File: src/rtl/imem_loader.sv
// Instruction memory loader: receives a framed byte stream (0xA5 sync, 16-bit little-endian
// word count, little-endian 32-bit words) and writes each word into instruction memory while
// holding the CPU in reset.
// Optional feature: define LOADER_CHECKSUM_EN to expect a trailing XOR checksum byte and
// raise a sticky load_err on mismatch.
module imem_loader #(
    parameter int unsigned ADDR_W = 11
) (
    input  logic              clk,
    input  logic              rst_n,
    input  logic              byte_valid,
    input  logic [7:0]        byte_data,
    output logic              byte_ready,
    output logic              mem_wren,
    output logic [ADDR_W-1:0] mem_addr,
    output logic [31:0]       mem_wdata,
    output logic              cpu_hold,
    output logic              load_done,
    output logic              load_err
);

    typedef enum logic [2:0] {
        StIdle,
        StHdrLo,
        StHdrHi,
        StData,
        StWrite,
        StCsum,
        StDone
    } state_e;

    localparam logic [7:0] SyncByte = 8'hA5;

`ifdef LOADER_CHECKSUM_EN
    localparam state_e StEnd = StCsum;
`else
    localparam state_e StEnd = StDone;
`endif

    state_e              state_q, state_d;
    logic [15:0]         count_q, count_d;
    logic [15:0]         idx_q, idx_d;
    logic [1:0]          bcnt_q, bcnt_d;
    logic [23:0]         asm_q, asm_d;    // first three bytes of the word being assembled
    logic [ADDR_W-1:0]   addr_q, addr_d;
    logic [31:0]         wdata_q, wdata_d;
    logic                xfer;

`ifdef LOADER_CHECKSUM_EN
    logic [7:0]          csum_q, csum_d;
    logic                err_q, err_d;
`endif

    assign xfer = byte_valid && byte_ready;

    // State and datapath registers
    always_ff @(posedge clk or negedge rst_n) begin
        if (!rst_n) begin
            state_q <= StIdle;
            count_q <= '0;
            idx_q   <= '0;
            bcnt_q  <= '0;
            asm_q   <= '0;
            addr_q  <= '0;
            wdata_q <= '0;
        end else begin
            state_q <= state_d;
            count_q <= count_d;
            idx_q   <= idx_d;
            bcnt_q  <= bcnt_d;
            asm_q   <= asm_d;
            addr_q  <= addr_d;
            wdata_q <= wdata_d;
        end
    end

`ifdef LOADER_CHECKSUM_EN
    // Running checksum and sticky error flag
    always_ff @(posedge clk or negedge rst_n) begin
        if (!rst_n) begin
            csum_q <= '0;
            err_q  <= 1'b0;
        end else begin
            csum_q <= csum_d;
            err_q  <= err_d;
        end
    end
`endif

    // Next-state logic and state-decoded outputs
    always_comb begin
        state_d    = state_q;
        count_d    = count_q;
        idx_d      = idx_q;
        bcnt_d     = bcnt_q;
        asm_d      = asm_q;
        addr_d     = addr_q;
        wdata_d    = wdata_q;
        byte_ready = 1'b1;
        mem_wren   = 1'b0;
        load_done  = 1'b0;
`ifdef LOADER_CHECKSUM_EN
        csum_d     = csum_q;
        err_d      = err_q;
`endif

        unique case (state_q)
            StIdle: begin
                if (xfer && byte_data == SyncByte) begin
                    state_d = StHdrLo;
`ifdef LOADER_CHECKSUM_EN
                    err_d   = 1'b0;
                    csum_d  = '0;
`endif
                end
            end
            StHdrLo: begin
                if (xfer) begin
                    count_d[7:0] = byte_data;
                    state_d      = StHdrHi;
                end
            end
            StHdrHi: begin
                if (xfer) begin
                    count_d[15:8] = byte_data;
                    idx_d         = '0;
                    bcnt_d        = '0;
                    state_d       = ({byte_data, count_q[7:0]} == 16'd0) ? StEnd : StData;
                end
            end
            StData: begin
                if (xfer) begin
`ifdef LOADER_CHECKSUM_EN
                    csum_d = csum_q ^ byte_data;
`endif
                    bcnt_d = bcnt_q + 2'd1;
                    if (bcnt_q == 2'd3) begin
                        // Latch word and address now so they are stable throughout WRITE
                        wdata_d = {byte_data, asm_q};
                        addr_d  = ADDR_W'(idx_q);
                        state_d = StWrite;
                    end else begin
                        asm_d[{bcnt_q, 3'b000} +: 8] = byte_data;
                    end
                end
            end
            StWrite: begin
                byte_ready = 1'b0;
                mem_wren   = 1'b1;
                idx_d      = idx_q + 16'd1;
                state_d    = (idx_d == count_q) ? StEnd : StData;
            end
            StCsum: begin
`ifdef LOADER_CHECKSUM_EN
                if (xfer) begin
                    if (byte_data != csum_q) begin
                        err_d = 1'b1;
                    end
                    state_d = StDone;
                end
`else
                state_d = StIdle;
`endif
            end
            StDone: begin
                byte_ready = 1'b0;
                load_done  = 1'b1;
                state_d    = StIdle;
            end
            default: begin
                state_d = StIdle;
            end
        endcase
    end

    assign mem_addr  = addr_q;
    assign mem_wdata = wdata_q;
    assign cpu_hold  = (state_q != StIdle);

`ifdef LOADER_CHECKSUM_EN
    assign load_err = err_q;
`else
    assign load_err = 1'b0;
`endif

endmodule

File: config.mk
export PLATFORM = sky130hd
export DESIGN_NAME = imem_loader
export DESIGN_NICKNAME = d
export VERILOG_FILES = /design/src/rtl/imem_loader.sv
export SDC_FILE = /design/constraint.sdc
export NUM_CORES = 1
export LEC_CHECK = 0
export CAP_MARGIN = 30
export CELL_PAD_IN_SITES_DETAIL_PLACEMENT = 1
export CELL_PAD_IN_SITES_GLOBAL_PLACEMENT = 2
export CORE_MARGIN = 4
export CORE_UTILIZATION = 37
export DETAILED_ROUTE_END_ITERATION = 8
export PLACE_DENSITY_LB_ADDON = 0.2
export REMOVE_ABC_BUFFERS = 1
export SLEW_MARGIN = 40
export SYNTH_ARGS = -nofsm -noshare
export SYNTH_HDL_FRONTEND = slang
export SYNTH_SLANG_ARGS = --single-unit
export TNS_END_PERCENT = 50
File: constraint.sdc
create_clock -name clk -period 3 [get_ports clk]
set_input_delay 0.45 -clock clk [delete_from_list [all_inputs] [get_ports clk]]
set_output_delay 0.45 -clock clk [all_outputs]
set_load 0.005 [all_outputs]
# Word level (Yosys, flattened, before mapping)
# Cells that the tools add are included.
[classes] addsub=3 n_mul=0 div=0 magnitude_cmp=0 n_eq_ne=13 n_shift=2 muxes=17 bitwise=1 n_reduce_logical=15
[op_table] op="one-hot mux 16 bit (2 select lines)" count=1
[op_table] op="bitwise mux 24 bit" count=1
[op_table] op="variable shift 8 x 7 -> 24 bit (first input constant)" count=1
[op_table] op="variable part select 8 x 7 -> 24 bit" count=1
[op_table] op="2-to-1 mux 3 bit" count=7
[op_table] op="adder 16 x 1 -> 16 bit (second input constant)" count=1
[op_table] op="== test 16 bit" count=1
[op_table] op="logical NOT 16 bit" count=1
[op_table] op="2-to-1 mux 16 bit" count=1
[op_table] op="one-hot mux 3 bit (5 select lines)" count=1
[op_table] op="inequality test 2 bit (second input constant)" count=5
[op_table] op="AND reduction 3 bit" count=3
[op_table] op="== test 8 bit (second input constant)" count=1
[op_table] op="negation 5 -> 7 bit" count=1
[op_table] op="== test 3 x 2 -> 1 bit (second input constant)" count=2
[op_table] op="== test 3 bit (second input constant)" count=2
[op_table] op="AND reduction 2 bit" count=3
[op_table] op="AND reduction 5 bit" count=1
[op_table] op="2-to-1 mux 2 bit" count=2
[op_table] op="one-hot mux 2 bit (2 select lines)" count=1
[op_table] op="nonzero test 2 bit" count=2
[op_table] op="== test 3 x 1 -> 1 bit (second input constant)" count=1
[op_table] op="logical NOT 3 bit" count=1
[op_table] op="2-to-1 mux 1 bit" count=3
[op_table] op="6 further kinds" count=7
[totals] regBits=104 latch_bits=0 ramBits=0 romBits=0 in_bits=11 out_inout_bits=48 word_cells=59 memories=0

# Longest topological paths before layout
[depth] word_depth=7 depth_mapped=8 depth_no_buf=7

# Worst setup path before layout
# OpenSTA, ideal clock, no wires.
[synth_path] path_kind="register to register" startpoint="register idx_q[0]" endpoint="register state_q[0]" setup_ns=0.135 t_arrival_ns=2.074 required_ns=2.865 setup_slack_ns=0.791 path_stages_with_launch=8 path_buffers=0 period_less_slack_ns=2.209 path_cell_list="dfrtp_1 ha_1 xor3_4 o32a_4 a2111oi_4 o2111ai_1 nor4_2 o22ai_1"
[synth_between] elab_chain_cells=4
[synth_lines] element="from (decl)" line_no="42" text="logic [15:0] idx_q, idx_d;"
[synth_lines] element="from (signal assigned)" line_no="69" text="idx_q <= idx_d;"
[synth_lines] element="adder 16 x 1 -> 16 bit" line_no="150" text="idx_d = idx_q + 16'd1;"
[synth_lines] element="== test 16 bit" line_no="151" text="state_d = (idx_d == count_q) ? StEnd : StData;"
[synth_lines] element="2-to-1 mux 3 bit" line_no="151"
[synth_lines] element="one-hot mux 3 bit (5 select lines)" line_no="107" text="unique case (state_q)"
[synth_lines] element="to (signal assigned)" line_no="59" text="state_q <= StIdle;"
[synth_lines] element="to (signal assigned)" line_no="67" text="state_q <= state_d;"
[synth_lines] element="to (decl)" line_no="40" text="state_e state_q, state_d;"
# No other way between the ends.
# A chain may end at the register's enable or synchronous reset.

# Final worst setup path
[layout_path] startpoint="register state_q[0]" endpoint="output mem_wren"
[layout_between] elab_chain_cells=2
[layout_lines] element="== test 3 bit" line_no="107"
[layout_lines] element="2-to-1 mux 1 bit" line_no="107"
[layout_lines] element="to (decl)" line_no="14" text="output logic mem_wren,"
# No other way between the ends.

==> impl_results.html <==
<table>
<tr><th>Metric</th><th>Value</th></tr>
<tr><th colspan="2">Worst setup path</th></tr>
<tr><td>Startpoint types</td><td>flop</td></tr>
<tr><td>Worst stage delay on the critical path</td><td>540 ps</td></tr>
<tr><td>CP max FO</td><td>13</td></tr>
<tr><td>CP cell instances</td><td>nand2b_1, nand2b_1, inv_1, clkdlybuf4s50_1</td></tr>
<tr><td>Largest delay contributor family on the critical path</td><td>buffers and inverters</td></tr>
<tr><td>Depth of the worst register-to-register path</td><td>7</td></tr>
<tr><td>CP endpoint kind</td><td>primary output</td></tr>
<tr><td>Data required time of the critical path</td><td>2550 ps</td></tr>
<tr><td>Library cell appearing most often on the critical path</td><td>sky130_fd_sc_hd__nand2b_1</td></tr>
<tr><td>Worst path depth</td><td>4</td></tr>
<tr><td>Number of buffer and inverter stages on the critical path</td><td>2</td></tr>
<tr><td>Setup crit start</td><td>state_q[0]</td></tr>
<tr><td>Arrival time at the worst endpoint</td><td>2060 ps</td></tr>
<tr><td>Slowest-stage cell, CP</td><td>sky130_fd_sc_hd__dfrtp_1</td></tr>
<tr><td>Critical Setup Path Class</td><td>flop to primary output</td></tr>
<tr><td>Launch point of the worst reg-to-reg path</td><td>idx_q[0]</td></tr>
<tr><th colspan="2">Global routing</th></tr>
<tr><td>Largest net degree at the start of global routing</td><td>51</td></tr>
<tr><td>Global-route wire length before repair</td><td>20.7 mm</td></tr>
<tr><td>GR Util All Layers</td><td>17.5%</td></tr>
<tr><td>Number of antenna violations at the first check in global routing</td><td>0</td></tr>
<tr><td>Vias in the first global route</td><td>3764</td></tr>
<tr><td>Total congestion overflow after global routing</td><td>0</td></tr>
<tr><td>Most used routing layer</td><td>met2</td></tr>
<tr><td>Fraction of met2 tracks used by global routing</td><td>26.9%</td></tr>
<tr><td>GR Layer Usage met3</td><td>2.68%</td></tr>
<tr><td>Met1 capacity usage during global routing</td><td>25.5%</td></tr>
<tr><th colspan="2">Place</th></tr>
<tr><td>Detailed Place HPWL</td><td>9.10 mm</td></tr>
<tr><td>Port-buffer cells</td><td>57</td></tr>
<tr><td>Area after DPL</td><td>5790 µm²</td></tr>
<tr><td>Number of placed instances, taps included</td><td>680</td></tr>
<tr><td>Weighted congestion at the end of routability-driven global placement</td><td>0.871</td></tr>
<tr><th colspan="2">Timing</th></tr>
<tr><td>Measured slew at the worst slew-check pin</td><td>742 ps</td></tr>
<tr><td>Max Fclk</td><td>398 MHz</td></tr>
<tr><td>Count of final max-slew check failures</td><td>0</td></tr>
<tr><td>Setup Skew</td><td>9.24 ps</td></tr>
<tr><td>Worst max-slew margin expressed relative to the limit</td><td>50.3%</td></tr>
<tr><td>Final period demand of the worst path</td><td>2510 ps</td></tr>
<tr><td>Worst hold slack</td><td>136 ps</td></tr>
<tr><td>Share of the clock period used by the worst path</td><td>83.7%</td></tr>
<tr><td>Hold violation total from the final report</td><td>0</td></tr>
<tr><td>Setup-violating endpoint count in the final report</td><td>0</td></tr>
<tr><td>Unrepaired setup endpoints after global routing</td><td>no</td></tr>
<tr><th colspan="2">Layout</th></tr>
<tr><td>Proportion of layout cells with a drive suffix above 1</td><td>21.2%</td></tr>
<tr><td>Post-layout instance area</td><td>6080 µm²</td></tr>
<tr><td>Multi-input gate area</td><td>2210 µm²</td></tr>
<tr><td>P&amp;R area growth vs syn</td><td>21.8%</td></tr>
<tr><td>Antenna fix cells</td><td>0</td></tr>
<tr><td>Sequential cell area</td><td>2600 µm²</td></tr>
<tr><td>Number of nets in the layout</td><td>532</td></tr>
<tr><td>Number of non-filler instances in the completed layout</td><td>696</td></tr>
<tr><td>Filler cells</td><td>1488</td></tr>
<tr><th colspan="2">Power and ir drop</th></tr>
<tr><td>Int Pwr</td><td>3.31 mW</td></tr>
<tr><td>Standby leakage power</td><td>2.63 nW</td></tr>
<tr><td>Net switching component of the power</td><td>1.55 mW</td></tr>
<tr><td>Sw Ratio</td><td>31.9%</td></tr>
<tr><td>Logic pwr share</td><td>31.0%</td></tr>
<tr><td>Fraction of power consumed by sequential logic</td><td>45.1%</td></tr>
<tr><td>Total power per unit cell area</td><td>798 nW/µm²</td></tr>
<tr><td>VDD IR max</td><td>281 µV</td></tr>
<tr><td>Post-route total power</td><td>4.85 mW</td></tr>
<tr><td>Clock share of power</td><td>23.9%</td></tr>
<tr><th colspan="2">Status</th></tr>
<tr><td>Status</td><td>complete, no violations</td></tr>
<tr><th colspan="2">Routing</th></tr>
<tr><td>Vias per cell</td><td>5.27</td></tr>
<tr><td>DRC violations left</td><td>0</td></tr>
<tr><td>Routed Antenna Nets</td><td>0</td></tr>
<tr><td>Aggregate routed wire length</td><td>12.6 mm</td></tr>
<tr><td>Via count</td><td>3666</td></tr>
<tr><td>Average detailed-routed wire length per instance</td><td>18.1 µm</td></tr>
<tr><td>Initial DRC Count</td><td>192</td></tr>
<tr><td>Drt first pass iters</td><td>4</td></tr>
<tr><th colspan="2">Clocking</th></tr>
<tr><td>Maximum number of buffers from clock root to sink</td><td>2</td></tr>
<tr><td>CTS sink cnt</td><td>104</td></tr>
<tr><td>Clock tree from TritonCTS</td><td>yes</td></tr>
<tr><td>Hold Buf Count CTS</td><td>0</td></tr>
<tr><td>Latest clock arrival within the worst-skew pair</td><td>350 ps</td></tr>
<tr><td>Clock-pin slew reported for the worst setup and hold paths after clock tree synthesis</td><td>70 ps</td></tr>
<tr><td>CTS H-Tree Depth</td><td>3</td></tr>
<tr><td>Setup fix buffers added after clock tree synthesis</td><td>0</td></tr>
<tr><td>PostCTS Resize Cnt</td><td>0</td></tr>
<tr><td>Number of buffers created by CTS</td><td>9</td></tr>
<tr><td>Root buffer selected by CTS</td><td>sky130_fd_sc_hd__clkbuf_16</td></tr>
<tr><th colspan="2">Synth</th></tr>
<tr><td>Synth top area share</td><td>52.2%</td></tr>
<tr><td>Syn Area/Cell</td><td>11.0 µm²</td></tr>
<tr><td>Largest cells by area after synthesis</td><td>sky130_fd_sc_hd__dfrtp_1 (52%), sky130_fd_sc_hd__mux2_2 (13%), sky130_fd_sc_hd__nand2_1 (5.6%)</td></tr>
<tr><td>Yosys reg bits</td><td>104</td></tr>
<tr><td>Ys async rst share</td><td>100%</td></tr>
<tr><td>Number of synthesized flops with an enable pin</td><td>0</td></tr>
<tr><td>Netlist cell types</td><td>54</td></tr>
<tr><td>Sequential-to-total area share from yosys stat</td><td>52.2%</td></tr>
<tr><td>YS warnings</td><td>0</td></tr>
<tr><td>Count leader, synth</td><td>sky130_fd_sc_hd__dfrtp_1</td></tr>
<tr><td>Synth cell count leaders</td><td>sky130_fd_sc_hd__dfrtp_1 (104), sky130_fd_sc_hd__nand2_1 (75), sky130_fd_sc_hd__mux2_2 (58), sky130_fd_sc_hd__o21ai_0 (51), sky130_fd_sc_hd__nor2_1 (17)</td></tr>
<tr><td>Area leader, netlist</td><td>sky130_fd_sc_hd__dfrtp_1</td></tr>
<tr><td>Cell count after synthesis</td><td>452</td></tr>
<tr><td>Post-synthesis cell area</td><td>4990 µm²</td></tr>
<tr><td>Ys flop type</td><td>sky130_fd_sc_hd__dfrtp_1</td></tr>
<tr><th colspan="2">Floorplanning</th></tr>
<tr><td>CORE AREA</td><td>13200 µm²</td></tr>
<tr><td>Overall die area</td><td>15400 µm²</td></tr>
<tr><td>Overall die height</td><td>124 µm</td></tr>
<tr><td>Die extent in x</td><td>124 µm</td></tr>
<tr><td>Core Rows</td><td>42</td></tr>
<tr><td>Top-level I/O count</td><td>59</td></tr>
<tr><td>Initial Util</td><td>37.7%</td></tr>
<tr><th colspan="2">Hold path</th></tr>
<tr><td>Type of the tightest min-delay check</td><td>input port to asynchronous set/reset pin</td></tr>
<tr><th colspan="2">Job</th></tr>
<tr><td>Maximum Capacitance Violations</td><td>0</td></tr>
</table>
[cell type report]
| type | instances | share of cell area [%] |
|---|---|---|
| clock inverters | 5 | 0.762 |
| clock buffers | 11 | 3.99 |
| flip-flops and latches | 104 | 42.8 |
| inverters | 6 | 0.371 |
| multi-input cells | 318 | 36.3 |
| well taps | 176 | 3.62 |
| repair buffers | 76 | 12.1 |
[worst paths after layout]
path	endpoint	slack, ps
max in group asynchronous	asm_q[8]	2150
min in group clk	asm_q[3]	490
hold reg to reg	asm_q[3]	490
hold / removal	mem_wdata[3]	140
setup / recovery	mem_wren	490
setup reg to reg	state_q[0]	550
[flip-flops by register name, indices dropped and copies added, names as in the netlist]
signal	cells
mem_addr	11
idx_q	16
state_q	3
mem_wdata	32
asm_q	24
count_q	16
bcnt_q	2
[power by group through the flow]
stage | Clock [mW] | Sequential [mW] | Combinational [mW]
final | 1.16 | 2.19 | 1.50
after global placement | 0 | 2.21 | 1.47
after CTS | 1.19 | 2.20 | 1.53
after floorplan | 0 | 2.12 | 0.859
after global routing | 1.25 | 2.26 | 1.69
after detailed placement | 0 | 2.23 | 1.52
[stage by stage]
| stage | setup WS (ps) | setup TNS (ps) | util [%] |
|---|---|---|---|
| 2_1_floorplan | -104 | -4490 | - |
| 3_3_place_gp | 638 | 0 | 43.7 |
| 3_5_place_dp | 550 | 0 | 43.7 |
| 4_1_cts | 466 | 0 | 45.9 |
| 5_1_grt | 359 | 0 | 45.9 |
| 6_report | 488 | 0 | 45.9 |
[cell families (layout without fill, tap and decap cells)]
group,after synthesis,in the layout,synth area share (%)
XOR/XNOR,17,17,3.36
buffers and inverters,30,98,3.71
AND/OR/NAND/NOR,147,147,14.6
flip-flops,104,104,52.2
other,1,1,0.0752
adder cells (fa/ha/maj),6,6,1.50
AO/OA/AOI/OAI,89,89,11.5
multiplexers,58,58,13.1
[routing by layer]
layer	part of all wire [%]	up-vias
li1	-	1731
met1	50	1859
met2	46	61
met3	3.0	15
met4	1.6	0
met5	0	-
[cell usage in the layout (no fill, tap or decap), types with 2 or more instances in the layout]
cell / instances
sky130_fd_sc_hd__mux2_2: 58
sky130_fd_sc_hd__dfrtp_1: 104
sky130_fd_sc_hd__and4_2: 2
sky130_fd_sc_hd__nor3b_1: 5
sky130_fd_sc_hd__o41ai_1: 2
sky130_fd_sc_hd__a31oi_1: 3
sky130_fd_sc_hd__nand3_1: 11
sky130_fd_sc_hd__o21ai_0: 51
sky130_fd_sc_hd__xnor2_1: 10
sky130_fd_sc_hd__o32ai_1: 2
sky130_fd_sc_hd__and3_2: 2
sky130_fd_sc_hd__buf_4: 18
sky130_fd_sc_hd__a21o_1: 3
sky130_fd_sc_hd__clkbuf_16: 9
sky130_fd_sc_hd__buf_12: 2
sky130_fd_sc_hd__nor4_1: 8
sky130_fd_sc_hd__o31ai_1: 8
sky130_fd_sc_hd__and3_1: 2
sky130_fd_sc_hd__or3_2: 2
sky130_fd_sc_hd__xor2_1: 6
sky130_fd_sc_hd__ha_1: 6
sky130_fd_sc_hd__a311oi_1: 2
sky130_fd_sc_hd__inv_6: 3
sky130_fd_sc_hd__inv_1: 6
sky130_fd_sc_hd__nand2_1: 75
sky130_fd_sc_hd__and2_1: 4
sky130_fd_sc_hd__nor3_1: 2
sky130_fd_sc_hd__nand2b_1: 5
sky130_fd_sc_hd__o2111ai_1: 3
sky130_fd_sc_hd__clkdlybuf4s50_1: 56
sky130_fd_sc_hd__nor2_1: 16
sky130_fd_sc_hd__a21oi_1: 6
sky130_fd_sc_hd__nand4_1: 4
Note: power is estimated with default switching activity, not from simulation.
